[src/rtl/branch_predict_ctrl_pkg.sv]
`default_nettype none
// ============================================================================
//  Module      : branch_predict_ctrl_pkg
//  Description : Shared types for the branch predictor / PC-redirect block:
//                machine word, 2-bit saturating counter, BTB entry layout
//                and the counter training helper.
//  Revision    : 1.0  initial release
// ============================================================================
package branch_predict_ctrl_pkg;

    typedef logic [31:0] word_t;

    typedef enum logic [1:0] {
        SNT = 2'd0,
        WNT = 2'd1,
        WT  = 2'd2,
        ST  = 2'd3
    } bp_ctr_t;

    // The tag is held in a full word; only the bits above the index are
    // ever non-zero, so synthesis trims the unused upper storage.
    typedef struct packed {
        logic    valid;
        word_t   tag;
        word_t   target;
        bp_ctr_t ctr;
    } bp_entry_t;

    localparam int BP_ENTRIES = 16;
    localparam int BP_CNT_W   = 16;

    // Saturating 2-bit counter step towards the resolved direction.
    function automatic bp_ctr_t ctr_train(bp_ctr_t c, logic taken);
        bp_ctr_t r;
        r = c;
        if (taken) begin
            if (c != ST) r = bp_ctr_t'(c + 2'd1);
        end else begin
            if (c != SNT) r = bp_ctr_t'(c - 2'd1);
        end
        return r;
    endfunction

endpackage
`default_nettype wire

[src/rtl/branch_predict_ctrl_if.sv]
`default_nettype none
// ============================================================================
//  Module      : branch_predict_ctrl_if
//  Description : Pipeline-side signal bundle of the branch predictor:
//                IF lookup, EX resolve inputs, redirect outputs, statistics.
//  Revision    : 1.0  initial release
// ============================================================================
interface branch_predict_ctrl_if
    import branch_predict_ctrl_pkg::*;
#(
    parameter int CNT_W = BP_CNT_W
);
    logic             stall;
    word_t            if_pc;
    logic             pred_taken;
    word_t            pred_target;
    logic             ex_valid;
    logic             ex_is_branch;
    logic             ex_is_jump;
    logic             ex_zero;
    word_t            ex_pc;
    word_t            ex_target;
    logic             ex_pred_taken;
    word_t            ex_pred_target;
    logic             redirect;
    word_t            redirect_pc;
    logic             flush;
    logic [CNT_W-1:0] mispred_cnt;
    logic [CNT_W-1:0] branch_cnt;

    // Pipeline side: drives fetch PC and EX results, receives predictions.
    modport master (
        output stall, if_pc, ex_valid, ex_is_branch, ex_is_jump, ex_zero,
               ex_pc, ex_target, ex_pred_taken, ex_pred_target,
        input  pred_taken, pred_target, redirect, redirect_pc, flush,
               mispred_cnt, branch_cnt
    );

    // Predictor side.
    modport slave (
        input  stall, if_pc, ex_valid, ex_is_branch, ex_is_jump, ex_zero,
               ex_pc, ex_target, ex_pred_taken, ex_pred_target,
        output pred_taken, pred_target, redirect, redirect_pc, flush,
               mispred_cnt, branch_cnt
    );
endinterface
`default_nettype wire

[src/rtl/bp_btb_table.sv]
`default_nettype none
// ============================================================================
//  Module      : bp_btb_table
//  Description : Direct-mapped BTB with 2-bit counters. One combinational
//                read port for IF prediction, one read-modify-write port
//                for EX training / alias invalidation. Async reset.
//  Revision    : 1.0  initial release
// ============================================================================
module bp_btb_table
    import branch_predict_ctrl_pkg::*;
#(
    parameter int ENTRIES = BP_ENTRIES,
    parameter int IDX_W   = $clog2(ENTRIES)
) (
    input  logic  clk,
    input  logic  rst,
    // IF read port
    input  word_t i_rd_pc,
    output logic  o_rd_taken,
    output word_t o_rd_target,
    // EX read-modify-write port
    input  word_t i_ex_pc,
    input  logic  i_wr_en,
    input  logic  i_wr_taken,
    input  logic  i_wr_jump,
    input  word_t i_wr_target,
    input  logic  i_inv_en
);

    bp_entry_t        r_tbl [ENTRIES];

    logic [IDX_W-1:0] w_rd_idx;
    word_t            w_rd_tag;
    bp_entry_t        w_rd_entry;
    logic             w_rd_hit;

    logic [IDX_W-1:0] w_ex_idx;
    word_t            w_ex_tag;
    bp_entry_t        w_ex_entry;
    logic             w_ex_hit;
    logic             w_we;
    bp_entry_t        w_new;

    assign w_rd_idx = i_rd_pc[IDX_W+1:2];
    assign w_rd_tag = i_rd_pc >> (IDX_W + 2);
    assign w_ex_idx = i_ex_pc[IDX_W+1:2];
    assign w_ex_tag = i_ex_pc >> (IDX_W + 2);

    // IF lookup reads registered contents only; an EX write to the same
    // index in the same cycle is not bypassed.
    always_comb begin
        w_rd_entry  = r_tbl[w_rd_idx];
        w_rd_hit    = w_rd_entry.valid && (w_rd_entry.tag == w_rd_tag);
        o_rd_taken  = w_rd_hit && ((w_rd_entry.ctr == WT) || (w_rd_entry.ctr == ST));
        o_rd_target = w_rd_entry.target;
    end

    // EX training: train on hit, allocate on taken miss, invalidate alias.
    always_comb begin
        w_ex_entry = r_tbl[w_ex_idx];
        w_ex_hit   = w_ex_entry.valid && (w_ex_entry.tag == w_ex_tag);
        w_we       = 1'b0;
        w_new      = w_ex_entry;
        if (i_wr_en) begin
            if (w_ex_hit) begin
                w_we      = 1'b1;
                w_new.ctr = ctr_train(w_ex_entry.ctr, i_wr_taken);
                if (i_wr_taken) w_new.target = i_wr_target;
            end else if (i_wr_taken) begin
                w_we         = 1'b1;
                w_new.valid  = 1'b1;
                w_new.tag    = w_ex_tag;
                w_new.target = i_wr_target;
                w_new.ctr    = i_wr_jump ? ST : WT;
            end
        end else if (i_inv_en) begin
            w_we        = 1'b1;
            w_new.valid = 1'b0;
        end
    end

    // Table storage; reset leaves every entry invalid and weakly not-taken.
    always_ff @(posedge clk or posedge rst) begin
        if (rst) begin
            for (int i = 0; i < ENTRIES; i++) begin
                r_tbl[i] <= '{valid: 1'b0, tag: '0, target: '0, ctr: WNT};
            end
        end else if (w_we) begin
            r_tbl[w_ex_idx] <= w_new;
        end
    end

endmodule
`default_nettype wire

[src/rtl/branch_predict_ctrl.sv]
`default_nettype none
// ============================================================================
//  Module      : branch_predict_ctrl
//  Description : IF-stage branch prediction from a BTB, EX-stage mispredict
//                detection with zero-latency redirect/flush, table training
//                and saturating branch / mispredict statistics.
//  Revision    : 1.0  initial release
// ============================================================================
module branch_predict_ctrl
    import branch_predict_ctrl_pkg::*;
#(
    parameter int ENTRIES = BP_ENTRIES,
    parameter int IDX_W   = $clog2(ENTRIES),
    parameter int CNT_W   = BP_CNT_W
) (
    input  logic                 clk,
    input  logic                 rst,
    branch_predict_ctrl_if.slave bus
);

    logic             w_ctl;
    logic             w_taken;
    logic             w_alias;
    logic             w_mis;
    word_t            w_ex_pc4;
    logic             w_rd_taken;
    word_t            w_rd_target;
    logic             w_redirect;
    logic [CNT_W-1:0] r_branch_cnt;
    logic [CNT_W-1:0] r_mispred_cnt;

    bp_btb_table #(
        .ENTRIES (ENTRIES),
        .IDX_W   (IDX_W)
    ) u_btb (
        .clk         (clk),
        .rst         (rst),
        .i_rd_pc     (bus.if_pc),
        .o_rd_taken  (w_rd_taken),
        .o_rd_target (w_rd_target),
        .i_ex_pc     (bus.ex_pc),
        .i_wr_en     (w_ctl && !bus.stall),
        .i_wr_taken  (w_taken),
        .i_wr_jump   (bus.ex_is_jump),
        .i_wr_target (bus.ex_target),
        .i_inv_en    (w_alias && !bus.stall)
    );

    // Resolve: a jump wins over a branch flag; an IF prediction on a
    // non-control instruction is a BTB alias and must be undone.
    always_comb begin
        w_ex_pc4 = bus.ex_pc + 32'd4;
        w_ctl    = bus.ex_valid && (bus.ex_is_branch || bus.ex_is_jump);
        w_taken  = bus.ex_is_jump || (bus.ex_is_branch && bus.ex_zero);
        w_alias  = bus.ex_valid && !bus.ex_is_branch && !bus.ex_is_jump
                   && bus.ex_pred_taken;
        w_mis    = (w_ctl && ((bus.ex_pred_taken != w_taken) ||
                              (w_taken && (bus.ex_pred_target != bus.ex_target))))
                   || w_alias;
        w_redirect = w_mis && !rst;
    end

    assign bus.pred_taken  = w_rd_taken;
    assign bus.pred_target = w_rd_taken ? w_rd_target : (bus.if_pc + 32'd4);
    assign bus.redirect    = w_redirect;
    assign bus.flush       = w_redirect;
    // Non-taken fall-through is also the value driven when not redirecting.
    assign bus.redirect_pc = (w_mis && w_taken) ? bus.ex_target : w_ex_pc4;
    assign bus.branch_cnt  = r_branch_cnt;
    assign bus.mispred_cnt = r_mispred_cnt;

    // Saturating statistics, frozen while the pipeline is stalled.
    always_ff @(posedge clk or posedge rst) begin
        if (rst) begin
            r_branch_cnt  <= '0;
            r_mispred_cnt <= '0;
        end else if (!bus.stall) begin
            if (w_ctl && (r_branch_cnt != {CNT_W{1'b1}}))
                r_branch_cnt <= r_branch_cnt + CNT_W'(1);
            if (w_mis && (r_mispred_cnt != {CNT_W{1'b1}}))
                r_mispred_cnt <= r_mispred_cnt + CNT_W'(1);
        end
    end

endmodule
`default_nettype wire
[src/flat_wrapper.sv]
// flat-port wrapper written by rule: the top's interface ports become plain ports
module branch_predict_ctrl_flat import branch_predict_ctrl_pkg::*;
#(
    parameter int ENTRIES = BP_ENTRIES,
    parameter int IDX_W   = $clog2(ENTRIES),
    parameter int CNT_W   = BP_CNT_W
)
  (clk, rst, bus_stall, bus_if_pc, bus_ex_valid, bus_ex_is_branch, bus_ex_is_jump, bus_ex_zero, bus_ex_pc, bus_ex_target, bus_ex_pred_taken, bus_ex_pred_target, bus_pred_taken, bus_pred_target, bus_redirect, bus_redirect_pc, bus_flush, bus_mispred_cnt, bus_branch_cnt);
  branch_predict_ctrl_if #(.CNT_W(CNT_W)) bus_i ();
  input  logic clk;
  input  logic rst;
  input wire logic [$bits(bus_i.stall)-1:0] bus_stall;
  input wire logic [$bits(bus_i.if_pc)-1:0] bus_if_pc;
  input wire logic [$bits(bus_i.ex_valid)-1:0] bus_ex_valid;
  input wire logic [$bits(bus_i.ex_is_branch)-1:0] bus_ex_is_branch;
  input wire logic [$bits(bus_i.ex_is_jump)-1:0] bus_ex_is_jump;
  input wire logic [$bits(bus_i.ex_zero)-1:0] bus_ex_zero;
  input wire logic [$bits(bus_i.ex_pc)-1:0] bus_ex_pc;
  input wire logic [$bits(bus_i.ex_target)-1:0] bus_ex_target;
  input wire logic [$bits(bus_i.ex_pred_taken)-1:0] bus_ex_pred_taken;
  input wire logic [$bits(bus_i.ex_pred_target)-1:0] bus_ex_pred_target;
  output wire logic [$bits(bus_i.pred_taken)-1:0] bus_pred_taken;
  output wire logic [$bits(bus_i.pred_target)-1:0] bus_pred_target;
  output wire logic [$bits(bus_i.redirect)-1:0] bus_redirect;
  output wire logic [$bits(bus_i.redirect_pc)-1:0] bus_redirect_pc;
  output wire logic [$bits(bus_i.flush)-1:0] bus_flush;
  output wire logic [$bits(bus_i.mispred_cnt)-1:0] bus_mispred_cnt;
  output wire logic [$bits(bus_i.branch_cnt)-1:0] bus_branch_cnt;
  assign bus_i.stall = bus_stall;
  assign bus_i.if_pc = bus_if_pc;
  assign bus_i.ex_valid = bus_ex_valid;
  assign bus_i.ex_is_branch = bus_ex_is_branch;
  assign bus_i.ex_is_jump = bus_ex_is_jump;
  assign bus_i.ex_zero = bus_ex_zero;
  assign bus_i.ex_pc = bus_ex_pc;
  assign bus_i.ex_target = bus_ex_target;
  assign bus_i.ex_pred_taken = bus_ex_pred_taken;
  assign bus_i.ex_pred_target = bus_ex_pred_target;
  assign bus_pred_taken = bus_i.pred_taken;
  assign bus_pred_target = bus_i.pred_target;
  assign bus_redirect = bus_i.redirect;
  assign bus_redirect_pc = bus_i.redirect_pc;
  assign bus_flush = bus_i.flush;
  assign bus_mispred_cnt = bus_i.mispred_cnt;
  assign bus_branch_cnt = bus_i.branch_cnt;
  branch_predict_ctrl #(.ENTRIES(ENTRIES), .IDX_W(IDX_W), .CNT_W(CNT_W)) u_core (.clk(clk), .rst(rst), .bus(bus_i));
endmodule
[config.mk]
export PLATFORM = sky130hd
export DESIGN_NAME = branch_predict_ctrl_flat
export DESIGN_NICKNAME = d
export VERILOG_FILES = /design/src/rtl/branch_predict_ctrl_pkg.sv /design/src/rtl/branch_predict_ctrl_if.sv /design/src/rtl/bp_btb_table.sv /design/src/rtl/branch_predict_ctrl.sv /design/src/flat_wrapper.sv
export SDC_FILE = /design/constraint.sdc
export NUM_CORES = 2
export LEC_CHECK = 0
export BUFFER_PORTS_ARGS = -buffer_cell sky130_fd_sc_hd__buf_2
export CORE_ASPECT_RATIO = 0.6
export CORE_UTILIZATION = 55
export CTS_CLUSTER_DIAMETER = 200
export DETAILED_ROUTE_END_ITERATION = 8
export GPL_ROUTABILITY_DRIVEN = 0
export GPL_TIMING_DRIVEN = 0
export PLACE_DENSITY_LB_ADDON = 0.25
export SLEW_MARGIN = 20
export SYNTH_ARGS = -nofsm -noshare
export SYNTH_HDL_FRONTEND = slang
export SYNTH_SLANG_ARGS = --single-unit
export TNS_END_PERCENT = 10
[constraint.sdc]
create_clock -name clk -period 41.4 [get_ports clk]
set_clock_uncertainty 0.05 [all_clocks]
set_input_delay 4.14 -clock clk [delete_from_list [all_inputs] [get_ports clk]]
set_output_delay 4.14 -clock clk [all_outputs]
set_load 0.02 [all_outputs]
# --- Word-level counts from Yosys, hierarchy flattened ---
# Cells that the tools add are included.
totals:
  ff_bits: 1104
  inputBits: 136
classes:
  n_addsub: 6
  order_cmp: 3
  n_eq_ne: 9
  muxes: 26
  bitwise_logic: 3
  n_reduce_logical: 29
op_table:
  columns: ["operator", "n"]
  rows:
  - ["1072-bit bitwise mux", 1]
  - ["67-bit binary-select mux with 4-bit select", 2]
  - ["67-bit 2-to-1 mux", 6]
  - ["67-bit demux with 4-bit select", 1]
  - ["32-bit 2-to-1 mux", 3]
  - ["66-bit 2-to-1 mux", 1]
  - ["32-bit by 3-bit adder with 32-bit output (second input constant)", 2]
  - ["32-bit by 26-bit == test with 1-bit output", 2]
  - ["34-bit 2-to-1 mux", 1]
  - ["33-bit 2-to-1 mux", 1]
  - ["16-bit by 1-bit adder with 16-bit output (second input constant)", 2]
  - ["16-bit inequality test (second input constant)", 2]
  - ["32-bit inequality test", 1]
  - ["1-bit logical AND", 17]
  - ["5-bit greater-or-equal comparator (second input constant)", 2]
  - ["4-bit NOT with 5-bit output", 2]
  - ["1-bit 2-to-1 mux", 7]
  - ["2-bit 2-to-1 mux", 3]
  - ["1-bit logical OR", 5]
  - ["5-bit by 1-bit < comparator with 1-bit output (second input constant)", 1]
  - ["2-bit == test (second input constant)", 2]
  - ["1-bit logical NOT", 4]
  - ["2-bit AND reduction", 2]
  - ["2-bit by 1-bit adder with 2-bit output (second input constant)", 1]
  - ["5 further kinds", 5]

# --- Depth between registers and ports, before layout ---
depth:
  ltp_word: 10
  ltp_mapped: 17
  depth_no_buf: 10

# --- Cells and area by module ---
# A second synthesis with hierarchy kept.
unflattened:
  hier_cells: 4026
  hier_area_um2: 61889.4
modules_own_cells:
  columns: ["mod", "instances", "cells_each", "area_per_inst_um2"]
  rows:
  - ["bp_btb_table", 1, 3552, 57941.8]
  - ["branch_predict_ctrl", 1, 474, 3947.5]

# --- Least setup slack after synthesis ---
# Ideal clock, no wire load.
synth_timing:
  kind: "in2out"
  from: "input rst"
  to: "output bus_redirect"
  arrival_ns: 29.534
  path_slack_ns: 7.676
  path_stages: 3
  path_cell_list: "inv_1 -> and3_1 -> buf_4"
synth_between:
  elab_chain_cells: 2
synth_lines:
  columns: ["element", "line_no", "text"]
  rows:
  - ["start, declared", "flat_wrapper.sv:11", "input logic rst;"]
  - ["1-bit logical NOT", "branch_predict_ctrl.sv:60", "w_redirect = w_mis && !rst;"]
  - ["1-bit logical AND", "branch_predict_ctrl.sv:60", null]
  - ["end, declared", "flat_wrapper.sv:24", "output wire logic [$bits(bus_i.redirect)-1:0] bus_redirect;"]
# Every way passes these cells.

# --- Worst setup path after layout ---
layout_timing:
  from: "input bus_if_pc[3]"
  to: "output bus_pred_target[26]"
layout_between:
  elab_chain_cells: 8
  elab_cells_between_ends: 12
layout_lines:
  columns: ["element", "line_no", "text"]
  rows:
  - ["start, declared", "flat_wrapper.sv:13", "input wire logic [$bits(bus_i.if_pc)-1:0] bus_if_pc;"]
  - ["4-bit NOT with 5-bit output (implied by the code)", "bp_btb_table.sv:52", "w_rd_entry = r_tbl[w_rd_idx];"]
  - ["67-bit binary-select mux with 4-bit select", "bp_btb_table.sv:52", null]
  - ["67-bit 2-to-1 mux (implied by the code) (2 in a row)", "bp_btb_table.sv:52", null]
  - ["32-bit by 26-bit == test with 1-bit output or 2-bit == test (tied branches)", "bp_btb_table.sv:53, bp_btb_table.sv:54", null]
  - ["1-bit logical AND or 1-bit logical OR (tied branches)", "bp_btb_table.sv:53, bp_btb_table.sv:54", null]
  - ["1-bit logical AND", "bp_btb_table.sv:54", "o_rd_taken = w_rd_hit && ((w_rd_entry.ctr == WT) || (w_rd_entry.ctr == ST));"]
  - ["32-bit 2-to-1 mux (*)", "branch_predict_ctrl.sv:64", "assign bus.pred_target = w_rd_taken ? w_rd_target : (bus.if_pc + 32'd4);"]
  - ["end, declared", "flat_wrapper.sv:23", "output wire logic [$bits(bus_i.pred_target)-1:0] bus_pred_target;"]
# Mark *: on every way between the ends. The rest lies on a longest branch, timed or not. The select of a mux whose other input is x is not followed.

==> impl_metrics.ini <==
[sta]
hold_ws_ns = 0.443
fmax_mhz = 65.8
fin_crit_ns = 15.20
slew-limit-headroom = 0.108
rsz0062_at_grt = no
tightest_slew_ns = 1.34
hold_viol_final = 0
setup_viol = 0
finalCritPeriodShare = 0.367
slew_viol_final = 0

[yosys]
synth_edf_count = 0
ys_seq_elements = 1104
synthCells = 3984
yosysTopAreaCellShare = 0.449
syn_avg_cell_area_um2 = 15.2
synth_cell_types = 62
syn-cell-area_mm2 = 0.0607
yosysSeqAreaShare = 0.456
synthTopCellsByCount = 1088 x dfrtp_1, 892 x mux2_2, 572 x mux4_2
yosysWarnings = 0
syn_nets = 4127
synth_ff_type = dfrtp_1
synthArstFlopShare = 1.00
synth_area_leaders = dfrtp_1 45%, mux4_2 21%, mux2_2 17%
yosys.area.top_type = dfrtp_1
synth_most_common_cell = dfrtp_1

[global_route]
grt_max_degree = 107
antenna_found_initial = 10
gr-usage-all-layers = 0.401
grt_pass1_vias = 41300
grt_pass1_wl_um = 313000
grt_overflow = 0

[cells_and_area]
area_growth_pct = 11.7
nets = 4472
drive_gt1_frac = 0.487

[route]
num_vias = 42500
firstDrtPassIters = 8
wire_per_inst_um = 37.6
ant_nets = 0
viasPerCell = 7.21
post-route-drc-count = 0
wl_um = 222000
drt_iter0_markers = 7044

[clock_tree]
ctsResizeCount = 0
cts-root-buf = clkbuf_16
cts_max_level = 3
clk_latency_ns = 0.76
cts_setup_buffers = 0
path_clk_slew_ns = 0.06
cts_buffer_depth = 3
cts_made_buffers = 104
cts.sinks = 1104
cts_tree = yes
hold_buffers = 0

[setup_path]
crit_type = input port to output pin
crit_path_start_kind = input port
end_kind = output pin
arrival_ns = 11.01
worstPathMaxFanout = 10
crit_required_ns = 37.21

[floorplanning]
pin_count = 235
fp.coreArea_mm2 = 0.108
initial_utilization = 0.560
dieWidth_um = 431
die_area_mm2 = 0.112
rows = 93
die-height_um = 259

[worst_hold_path]
min_path_type = flop to flop

[place]
io_buffers = 223
dp_hpwl_um = 159000

[pwr]
p_leak_nw = 31.2
power_density_mw_per_mm2 = 40.5
ir_drop_v = 0.0000315
power_mw = 2.74

[job]
maxCapViolations = 0

[run_status]
status = complete, no violations
[report_power, final]
group,leakage [nW],internal (mW),switching [mW],total [mW]
logic,14.3,0.199,0.253,0.453
clock network,1.82,0.599,0.458,1.06
registers,15.1,1.16,0.0717,1.24
[final cells by class]
type / count / area, um^2
sequential: 1104 / 27600
inverter: 15 / 63.8
tap: 1472 / 1840
clock buffer: 141 / 3010
multi-input combinational: 2502 / 31200
clock inverter: 51 / 687
antenna: 11 / 27.5
buffer: 363 / 1810
fill: 8017 / 40500
timing repair buffer: 239 / 1480
[routing by layer]
layer	wire length, um	track usage	up-vias
met5	356	0.0219	-
met3	37600	0.215	586
met2	85400	0.497	3395
met1	86900	0.570	22500
li1	-	-	16100
met4	11800	0.178	12
[critical path, stage by stage]
cell	delay (ns)
buf_2	0.19
clkbuf_1	0.84
clkbuf_2	0.64
buf_2	0.59
buf_2	0.69
buf_2	0.57
clkbuf_1	0.82
clkbuf_1	0.98
mux4_2	0.43
mux4_2	0.61
mux2_2	0.30
buf_2	0.17
[state kept, by name, summed over array words and instances, names as in the netlist]
signal / cells
u_core.u_btb.r_tbl: 1072
u_core.bus.mispred_cnt: 16
u_core.bus.branch_cnt: 16
[layout by cell type (no fill, tap or decap), drive strengths merged, types with 5 or more instances in the layout]
cell type	instances
clkinv	28
ha	7
dfstp	16
nand2	81
o22ai	5
or4	6
a211oi	6
clkinvlp	6
mux2	1171
xnor2	92
nor2b	15
nand2b	7
xor2	88
a22oi	28
o21ai	25
nor3	23
buf	466
a221oi	5
inv	18
nor4	32
bufinv	14
clkbuf	277
a21oi	44
dfrtp	1088
mux2i	74
nor2	82
nand4	25
and2	6
and3	22
mux4	572
and4	6
diode	11
nand3	45
[through the flow]
step,cell area [um^2],setup TNS [ns],setup slack [ns],instances,util
finish,67800,0,26.20,5898,0.626
global route,67800,0,26.44,5891,0.626
CTS,67700,0,26.35,5886,0.625
detailed placement,64000,0,26.42,5694,0.591
global placement,63600,-6249.38,-6.06,5679,0.587
floorplan,60700,0,6.14,3984,-
[logic make-up (layout without fill, tap and decap cells)]
group,count (synthesis),count (layout),share of synthesized area
XOR/XNOR,180,180,0.0260
buffers and inverters,378,809,0.0299
AND/OR/NAND/NOR,360,360,0.0300
multiplexers,1817,1817,0.442
other,0,11,0
AO/OA/AOI/OAI,138,138,0.0150
adder cells (fa/ha/maj),7,7,0.00144
flip-flops,1104,1104,0.456
[final timing paths]
kind	startpoint	to	slack, ns	cells past startpoint
setup / recovery	bus_if_pc[3]	bus_pred_target[26]	26.20	12
hold / removal	u_core.bus.branch_cnt[15]	u_core.bus.branch_cnt[15]	0.44	1
setup reg to reg	u_core.u_btb.r_tbl[62]	u_core.u_btb.r_tbl[227]	35.76	11
hold reg to reg	u_core.bus.branch_cnt[15]	u_core.bus.branch_cnt[15]	0.44	1
max in group asynchronous	rst	u_core.u_btb.r_tbl[176]	35.55	6
min in group asynchronous	rst	u_core.u_btb.r_tbl[8]	3.43	2
Power figures use the tool's default switching activity.
